==> src/rtl/cp0_exc_ctrl.sv <==
// cp0_exc_ctrl - Coprocessor-0 exception/interrupt controller (M stage).
//
// Holds the SR, Cause, EPC and PrID registers. It decides combinationally
// whether the instruction in M takes an exception or an external interrupt
// (IntReq). It captures EPC/Cause on that event, and it services mtc0 writes
// and mfc0 reads.
//
// Ports:
//   clk        clock, all state updates on posedge
//   reset      synchronous active-low reset
//   PC_i       PC of the instruction in M
//   excCode_i  exception code of the M instruction (EXC_NONE = none)
//   bd_i       M instruction is in a branch delay slot
//   HWInt      level-sensitive hardware interrupt lines
//   A1         mfc0 read register number
//   A2         mtc0 write register number
//   DIn        mtc0 write data
//   WE         mtc0 write enable
//   EXLClr     eret in M, clears EXL
//   IntReq     take exception/interrupt this cycle (combinational)
//   EPC_o      current EPC value
//   DOut       mfc0 read data (combinational)
module cp0_exc_ctrl #(
    parameter logic [31:0] PRID     = 32'h2021_1121,
    parameter logic [4:0]  EXC_NONE = 5'd31,
    parameter logic [4:0]  EXC_INT  = 5'd0
) (
    input  logic        clk,
    input  logic        reset,
    input  logic [31:0] PC_i,
    input  logic [4:0]  excCode_i,
    input  logic        bd_i,
    input  logic [5:0]  HWInt,
    input  logic [4:0]  A1,
    input  logic [4:0]  A2,
    input  logic [31:0] DIn,
    input  logic        WE,
    input  logic        EXLClr,
    output logic        IntReq,
    output logic [31:0] EPC_o,
    output logic [31:0] DOut
);

    localparam logic [4:0] REG_SR    = 5'd12;
    localparam logic [4:0] REG_CAUSE = 5'd13;
    localparam logic [4:0] REG_EPC   = 5'd14;
    localparam logic [4:0] REG_PRID  = 5'd15;

    logic [5:0]  im_q,   im_d;
    logic        exl_q,  exl_d;
    logic        ie_q,   ie_d;
    logic        bd_q,   bd_d;
    logic [5:0]  ip_q;
    logic [4:0]  exc_q,  exc_d;
    logic [31:0] epc_q,  epc_d;

    logic        int_pend;
    logic        exc_pend;
    logic [31:0] pc_aligned;
    logic [31:0] epc_capture;

    always_comb begin
        int_pend    = (|(HWInt & im_q)) & ie_q & ~exl_q;
        exc_pend    = (excCode_i != EXC_NONE) & ~exl_q;
        IntReq      = int_pend | exc_pend;
        pc_aligned  = {PC_i[31:2], 2'b00};
        // A delay-slot instruction restarts at its branch, one word earlier.
        epc_capture = bd_i ? (pc_aligned - 32'd4) : pc_aligned;
    end

    always_comb begin
        im_d  = im_q;
        exl_d = exl_q;
        ie_d  = ie_q;
        bd_d  = bd_q;
        exc_d = exc_q;
        epc_d = epc_q;
        if (IntReq) begin
            // Exception entry suppresses mtc0 and eret in the same cycle.
            exl_d = 1'b1;
            bd_d  = bd_i;
            exc_d = int_pend ? EXC_INT : excCode_i;
            epc_d = epc_capture;
        end else begin
            if (WE) begin
                if (A2 == REG_SR) begin
                    im_d  = DIn[15:10];
                    exl_d = DIn[1];
                    ie_d  = DIn[0];
                end else if (A2 == REG_EPC) begin
                    epc_d = DIn;
                end
            end
            // eret overrides an SR write for the EXL bit only.
            if (EXLClr) begin
                exl_d = 1'b0;
            end
        end
    end

    always_ff @(posedge clk) begin
        if (!reset) begin
            im_q  <= '0;
            exl_q <= 1'b0;
            ie_q  <= 1'b0;
            bd_q  <= 1'b0;
            ip_q  <= '0;
            exc_q <= '0;
            epc_q <= '0;
        end else begin
            im_q  <= im_d;
            exl_q <= exl_d;
            ie_q  <= ie_d;
            bd_q  <= bd_d;
            ip_q  <= HWInt;
            exc_q <= exc_d;
            epc_q <= epc_d;
        end
    end

    always_comb begin
        DOut = '0;
        case (A1)
            REG_SR:    DOut = {16'h0000, im_q, 8'h00, exl_q, ie_q};
            REG_CAUSE: DOut = {bd_q, 15'h0000, ip_q, 3'b000, exc_q, 2'b00};
            REG_EPC:   DOut = epc_q;
            REG_PRID:  DOut = PRID;
            default:   DOut = '0;
        endcase
    end

    assign EPC_o = epc_q;

endmodule

==> config.mk <==
export PLATFORM = sky130hd
export DESIGN_NAME = cp0_exc_ctrl
export DESIGN_NICKNAME = d
export VERILOG_FILES = /design/src/rtl/cp0_exc_ctrl.sv
export SDC_FILE = /design/constraint.sdc
export NUM_CORES = 1
export LEC_CHECK = 0
export CELL_PAD_IN_SITES_DETAIL_PLACEMENT = 1
export CELL_PAD_IN_SITES_GLOBAL_PLACEMENT = 2
export CORE_MARGIN = 5
export CORE_UTILIZATION = 20
export CTS_CLUSTER_DIAMETER = 200
export CTS_CLUSTER_SIZE = 16
export DETAILED_ROUTE_END_ITERATION = 16
export GPL_ROUTABILITY_DRIVEN = 0
export PLACE_DENSITY = 0.74
export SKIP_LAST_GASP = 1
export SLEW_MARGIN = 10
export SYNTH_ARGS = -nofsm -noshare
export SYNTH_HDL_FRONTEND = slang
export SYNTH_SLANG_ARGS = --single-unit
==> constraint.sdc <==
create_clock -name clk -period 1.9 [get_ports clk]
set_input_delay 0.475 -clock clk [delete_from_list [all_inputs] [get_ports clk]]
set_output_delay 0.475 -clock clk [all_outputs]
set_load 0.05 [all_outputs]
**Yosys cells after proc, flatten, opt, wreduce, memory -nomap -nowiden**

Index checks and enable logic that the tools add are counted.

- Bitwise logic cells: 7
- $add $sub $neg: 1
- Equal/unequal tests: 8
- Reductions and logical operators: 8
- Div/mod/pow operators: 0
- Shift-type cells: 0
- Muxes and demuxes: 11
- Multipliers: 0
- Order comparisons: 0

Operators with widths:

| operator | count |
|---|---|
| two-way mux 32 bit | 5 |
| one-hot mux 32 bit (4 select lines) | 1 |
| subtractor 32 x 3 -> 32 bit, second input constant | 1 |
| == test 5 x 4 -> 1 bit, second input constant | 6 |
| bitwise AND 6 bit | 1 |
| AND reduction 3 bit | 2 |
| nonzero test 3 bit | 2 |
| OR reduction 6 bit | 1 |
| two-way mux 5 bit | 1 |
| != test 5 bit, second input constant | 1 |
| two-way mux 1 bit | 4 |
| nonzero test 2 bit | 2 |
| bitwise AND 1 bit | 3 |
| != test 2 bit, second input constant | 1 |
| NOT 1 bit | 2 |
| AND reduction 2 bit | 1 |
| OR 1 bit | 1 |

- Memories kept: 0
- Input port bits: 90
- Register bits after elaboration: 52
- Latch bits: 0
- ROM bits: 0
- Memory bits (writable): 0
- Output and inout port bits: 65

**Depth between registers and ports, before layout**

Gate-level depths: netlist of the first run.

- Depth after elaboration: 7
- Depth in mapped cells: 7

**Least setup slack after synthesis of the first run**

Ideal clock, no wire load.

- Path type: input to output
- From: in A1[1]
- To: out DOut[12]
- Setup slack: -0.625 ns
- Required time: 1.425 ns
- Arrival time: 2.050 ns
- Path buffers: 1
- Stages: 3
- Cells stage by stage: buf_1 -> a211oi_1 -> nor3_1

- Cells in the longest elaborated chain, start to end: 2
- Elaborated cells between the ends (all ways): 5

Ends and longest elaborated chain:

| item | RTL line | text |
|---|---|---|
| start, declared | 34 | `input logic [4:0] A1,` |
| == test 5 x 4 -> 1 bit | 123 | `case (A1)` |
| one-hot mux 32 bit (4 select lines) (*) | 123 |  |
| end, declared | 41 | `output logic [31:0] DOut` |

Every way passes the cells marked *; elsewhere a longest branch is shown, timed or not.

**Final worst setup path of the first run**

- From: in A1[4]
- To: out DOut[9]

Same word-level chain as after synthesis.

==> results of run 1 <==
-- layer usage --
| metal | vias up | global-route usage, % |
|---|---|---|
| met1 | 2024 | 19.6 |
| li1 | 2021 | - |
| met2 | 89 | 31.3 |
| met5 | - | 0 |
| met4 | 0 | 3.59 |
| met3 | 15 | 2.72 |
-- through the flow --
step                cell area (um2)  TNS, ps  total power (W)  setup slack [ps]
floorplan                      3490    -2420          0.00185              -160
global placement               6070   -37690          0.00246              -627
detailed placement             6070   -40090          0.00249              -693
CTS                            6680    -2110          0.00351              -163
global route                   6860    -2650          0.00368              -152
finish                         6860    -1760          0.00354              -119
-- cells by family (layout without fill, tap and decap cells) --
family,Yosys count,count (layout)
and+or+nand+nor,251,251
AOI/OAI and AO/OA,65,65
DFF,52,52
buffers and inverters,33,285
xor gates and xnor gates,20,20
muxes,15,15
adders and majority gates,1,1
-- Yosys cell counts, drive strengths merged, types with 3 or more instances --
library cell	count	area, um2
mux2i	14	140
nand3b	3	22.5
nor4	5	46.3
buf	8	47.5
xor2	13	114
clkbuf	20	75.1
nor2b	5	31.3
o311a	4	40.0
o211a	14	140
and3	11	68.8
nand4	3	18.8
nor3	15	96.4
a21oi	12	60.1
xnor2	7	61.3
nor2	33	124
dfxtp	52	1040
nand2	97	364
nor4b	3	41.3
o21ai	7	35.0
and2	22	138
inv	4	15.0
a22oi	8	60.1
a21boi	6	45.0
nand3	41	228
o211ai	4	30.0
or3	4	25.0
-- cell type report --
type | instances | area [um2]
fillers | 1877 | 9140
repair buffers | 272 | 2830
multi-input cells | 352 | 2540
flip-flops and latches | 52 | 1050
well taps | 216 | 270
clock buffers | 5 | 125
inverters | 5 | 26.3
clock inverters | 3 | 25.0
-- cells in the final DEF (no fill, tap or decap), types with 4 or more instances in the layout --
cell type / count
sky130_fd_sc_hd__xnor2_1: 7
sky130_fd_sc_hd__dfxtp_1: 48
sky130_fd_sc_hd__nor2_4: 15
sky130_fd_sc_hd__nor2b_4: 4
sky130_fd_sc_hd__buf_12: 40
sky130_fd_sc_hd__clkbuf_16: 8
sky130_fd_sc_hd__nor2_1: 17
sky130_fd_sc_hd__o21ai_0: 5
sky130_fd_sc_hd__and3_1: 11
sky130_fd_sc_hd__a21oi_2: 5
sky130_fd_sc_hd__and2_4: 15
sky130_fd_sc_hd__clkdlybuf4s50_1: 40
sky130_fd_sc_hd__o211a_1: 14
sky130_fd_sc_hd__buf_4: 130
sky130_fd_sc_hd__nand3_1: 36
sky130_fd_sc_hd__mux2i_1: 13
sky130_fd_sc_hd__dfxtp_2: 4
sky130_fd_sc_hd__a21boi_0: 6
sky130_fd_sc_hd__nand2_1: 96
sky130_fd_sc_hd__a21oi_1: 4
sky130_fd_sc_hd__nor3_1: 7
sky130_fd_sc_hd__o211ai_1: 4
sky130_fd_sc_hd__dlygate4sd2_1: 26
sky130_fd_sc_hd__a22oi_2: 8
sky130_fd_sc_hd__o311a_1: 4
sky130_fd_sc_hd__xor2_1: 13
sky130_fd_sc_hd__and2_1: 7
sky130_fd_sc_hd__buf_6: 11
sky130_fd_sc_hd__nor3_2: 5
sky130_fd_sc_hd__buf_2: 8
-- worst min-delay path by stage --
| stage | from | to |
|---|---|---|
| 3_3_place_gp | im_q[2]$_SDFFE_PN0P_ | im_q[2]$_SDFFE_PN0P_ |
| 4_1_cts | HWInt[4] | ip_q[4]$_SDFF_PN0_ |
| 3_5_place_dp | im_q[4]$_SDFFE_PN0P_ | im_q[4]$_SDFFE_PN0P_ |
| 5_1_grt | HWInt[1] | ip_q[1]$_SDFF_PN0_ |
| 6_report | HWInt[0] | ip_q[0]$_SDFF_PN0_ |
| 2_1_floorplan | bd_q$_SDFFE_PN0P_ | bd_q$_SDFFE_PN0P_ |
-- sequential cells by signal, indices dropped and copies added (netlist names) --
| register | count |
|---|---|
| ip_q | 6 |
| ie_q | 1 |
| exl_q | 1 |
| exc_q | 5 |
| EPC_o | 32 |
| im_q | 6 |
| bd_q | 1 |
-- power groups by stage --
stage | sequential [W] | clock [W] | combinational (W)
floorplan | 0.00148 | 0 | 0.000372
global placement | 0.00128 | 0 | 0.00118
detailed placement | 0.00128 | 0 | 0.00120
CTS | 0.00126 | 0.000993 | 0.00126
global route | 0.00127 | 0.00103 | 0.00138
finish | 0.00126 | 0.000974 | 0.00130
-- what timing repair did --
item,CTS,global route
endpoints found under the setup margin,78,58
gates resized for setup,137,44
buffers inserted,20,13
gates cloned,3,2
pin swaps,28,23
==> impl_metrics.xml, run 1 <==
<?xml version="1.0" encoding="UTF-8"?>
<metrics>
  <group name="flow_run">
    <metric name="drv.max_cap_violation_count" unit="">0</metric>
  </group>
  <group name="layout">
    <metric name="final_util" unit="%">42.9</metric>
    <metric name="antenna_cells" unit="">0</metric>
    <metric name="finalNonFillerCells" unit="">905</metric>
    <metric name="final_nets" unit="">779</metric>
    <metric name="area_growth_syn_to_layout" unit="%">109</metric>
    <metric name="layout_cell_share_with_drive_strength_beyond_1" unit="%">43.8</metric>
  </group>
  <group name="cts">
    <metric name="cts_buffer_depth" unit="">2</metric>
    <metric name="clk_latency" unit="ps">300</metric>
    <metric name="root_buffer" unit="">sky130_fd_sc_hd__clkbuf_16</metric>
    <metric name="clock_tree.htree_level_count" unit="">2</metric>
    <metric name="tritoncts" unit="">built</metric>
    <metric name="ctsHoldBuffers" unit="">0</metric>
    <metric name="worst_setup_hold_path_clk_slew" unit="ps">80</metric>
    <metric name="cts_buffers" unit="">5</metric>
    <metric name="numClockSinks" unit="">52</metric>
  </group>
  <group name="power_and_ir_drop">
    <metric name="sequentialPowerShare" unit="%">35.7</metric>
    <metric name="net-switching-power" unit="W">0.00127</metric>
    <metric name="p_int" unit="W">0.00227</metric>
    <metric name="vdd_ir_drop_max" unit="mV">0.338</metric>
    <metric name="static-leakage-power" unit="nW">2.94</metric>
    <metric name="sw_frac_of_total" unit="%">35.9</metric>
    <metric name="power_density" unit="nW/um2">516</metric>
    <metric name="pwr-share-clk" unit="%">27.5</metric>
    <metric name="combinationalPowerShare" unit="%">36.8</metric>
  </group>
  <group name="synth">
    <metric name="synth.net_count" unit="">528</metric>
    <metric name="number_of_flops_mapped_to_enable_cells_by_yosys" unit="">0</metric>
    <metric name="synthFlopType" unit="">sky130_fd_sc_hd__dfxtp_1</metric>
    <metric name="synth_top_family_by_area" unit="">simple AND/OR/NAND/NOR gates</metric>
    <metric name="ys.warnings.count" unit="">0</metric>
    <metric name="syn-instance-count" unit="">437</metric>
    <metric name="syn-mean-instance-area" unit="um2">7.52</metric>
    <metric name="post_synth_fa_ha_maj_area_fraction" unit="%">0.381</metric>
    <metric name="synth_compound_gate_area_share" unit="%">14.9</metric>
    <metric name="synth.area.mux_share" unit="%">4.61</metric>
    <metric name="count_of_cell_types_in_the_netlist" unit="">52</metric>
    <metric name="synth-seq-cells" unit="">52</metric>
    <metric name="post_synth_instance_area" unit="um2">3290</metric>
    <metric name="synth-xor-area-share" unit="%">5.33</metric>
    <metric name="yosysSeqAreaShare" unit="%">31.7</metric>
    <metric name="post_synth_and_or_nand_nor_area_fraction" unit="%">38.8</metric>
    <metric name="ys_async_sr_fraction" unit="%">0</metric>
  </group>
  <group name="grt">
    <metric name="vias_in_the_first_global_route" unit="">4653</metric>
    <metric name="track_usage" unit="%">16.6</metric>
    <metric name="pin_count_of_the_biggest_net_entering_global_routing" unit="">26</metric>
    <metric name="grt.overflow.total" unit="">0</metric>
    <metric name="grt_first_pass_wirelength" unit="um">25700</metric>
    <metric name="antenna_found_initial" unit="">0</metric>
  </group>
  <group name="die">
    <metric name="num_rows" unit="">46</metric>
    <metric name="die_x" unit="um">138</metric>
    <metric name="dieArea" unit="um2">19100</metric>
    <metric name="design.portCount" unit="">155</metric>
    <metric name="vertical_extent_of_the_die" unit="um">138</metric>
    <metric name="start_util" unit="%">20.5</metric>
    <metric name="design.core.area" unit="um2">16000</metric>
  </group>
  <group name="sta">
    <metric name="layout_worst_path_cycle_share" unit="%">106</metric>
    <metric name="finalClockSkew" unit="ps">13.0</metric>
    <metric name="worst-slew-pin-transition" unit="ps">503</metric>
    <metric name="timing.fmax" unit="MHz">495</metric>
    <metric name="finalHoldViolations" unit="">0</metric>
    <metric name="setup_slack" unit="ps">-119</metric>
    <metric name="timing.final.max_slew_violations" unit="">0</metric>
    <metric name="slew_headroom" unit="%">66.5</metric>
    <metric name="finalWorstPathRequiredPeriod" unit="ps">2020</metric>
    <metric name="final_setup_fails" unit="">24</metric>
    <metric name="fin_worst_hold_slack" unit="ps">419</metric>
    <metric name="setup_repair_after_global_routing_missed_its_margin" unit="">yes</metric>
  </group>
  <group name="routing">
    <metric name="remaining_design_rule_violation_count" unit="">0</metric>
    <metric name="metal2_wl" unit="um">8680</metric>
    <metric name="drt_first_pass_iters" unit="">4</metric>
    <metric name="via_total_after_detailed_routing" unit="">4149</metric>
    <metric name="route.final.wire_length" unit="um">16600</metric>
    <metric name="met1Wirelength" unit="um">7100</metric>
    <metric name="antenna_violating_nets_post_route" unit="">0</metric>
    <metric name="met3WireLength" unit="um">534</metric>
    <metric name="vias_per_cell" unit="">4.58</metric>
    <metric name="route.detailed.wl_per_inst" unit="um">18.3</metric>
    <metric name="highest_layer" unit="">met4</metric>
    <metric name="drt_iter0_markers" unit="">117</metric>
  </group>
  <group name="critical_path">
    <metric name="critPathRequiredTime" unit="ps">1420</metric>
    <metric name="library_cell_contributing_the_largest_single_delay_on_the_critical_path" unit="">sky130_fd_sc_hd__nor2b_4</metric>
    <metric name="start_kind" unit="">input port</metric>
    <metric name="worst-endpoint-arrival" unit="ps">1540</metric>
    <metric name="critical_path.cell_chain" unit="">buf_6, nand3b_1, buf_6, nor2b_4, clkbuf_16, and2_4, buf_12</metric>
    <metric name="timing.critical_path.from" unit="">A1[4]</metric>
    <metric name="end_kind" unit="">output pin</metric>
    <metric name="critPathMaxFanout" unit="">7</metric>
    <metric name="critPathBufInv" unit="">4</metric>
    <metric name="timing.rr.start" unit="">im_q[2]$_SDFFE_PN0P_</metric>
    <metric name="r2r_endpoint" unit="">im_q[1]$_SDFFE_PN0P_</metric>
    <metric name="count_of_cell_instances_traversed_by_the_critical_path" unit="">7</metric>
    <metric name="path_common_cell" unit="">sky130_fd_sc_hd__buf_6</metric>
    <metric name="reg2reg_setup_slack" unit="ps">60</metric>
    <metric name="worst_path_dominant_cell_family" unit="">buffers and inverters</metric>
    <metric name="cpPeakStageDelay" unit="ps">190</metric>
    <metric name="worst-setup-path-type" unit="">in2out</metric>
    <metric name="worst-r2r-cell-count" unit="">8</metric>
    <metric name="critical_path.endpoint" unit="">DOut[9]</metric>
  </group>
  <group name="run_status">
    <metric name="violations" unit="">setup timing</metric>
    <metric name="run_status" unit="">finished with violations</metric>
  </group>
  <group name="worst_hold_path">
    <metric name="min-delay-path-class" unit="">in2reg</metric>
    <metric name="hold-path-cell-count" unit="">2</metric>
  </group>
  <group name="placement">
    <metric name="port_buffers" unit="">152</metric>
    <metric name="dpl.cell_count" unit="">861</metric>
    <metric name="dp_hpwl" unit="um">12800</metric>
  </group>
</metrics>
Power figures use the tool's default switching activity.
==> run 2, diff against run 1 <==
--- a/config.mk
+++ b/config.mk
@@ -15,7 +15,6 @@
 export GPL_ROUTABILITY_DRIVEN = 0
 export PLACE_DENSITY = 0.74
 export SKIP_LAST_GASP = 1
-export SLEW_MARGIN = 10
 export SYNTH_ARGS = -nofsm -noshare
 export SYNTH_HDL_FRONTEND = slang
 export SYNTH_SLANG_ARGS = --single-unit
==> results of run 2 <==
The final DEF is identical to that of run 1; final timing and power are the same.
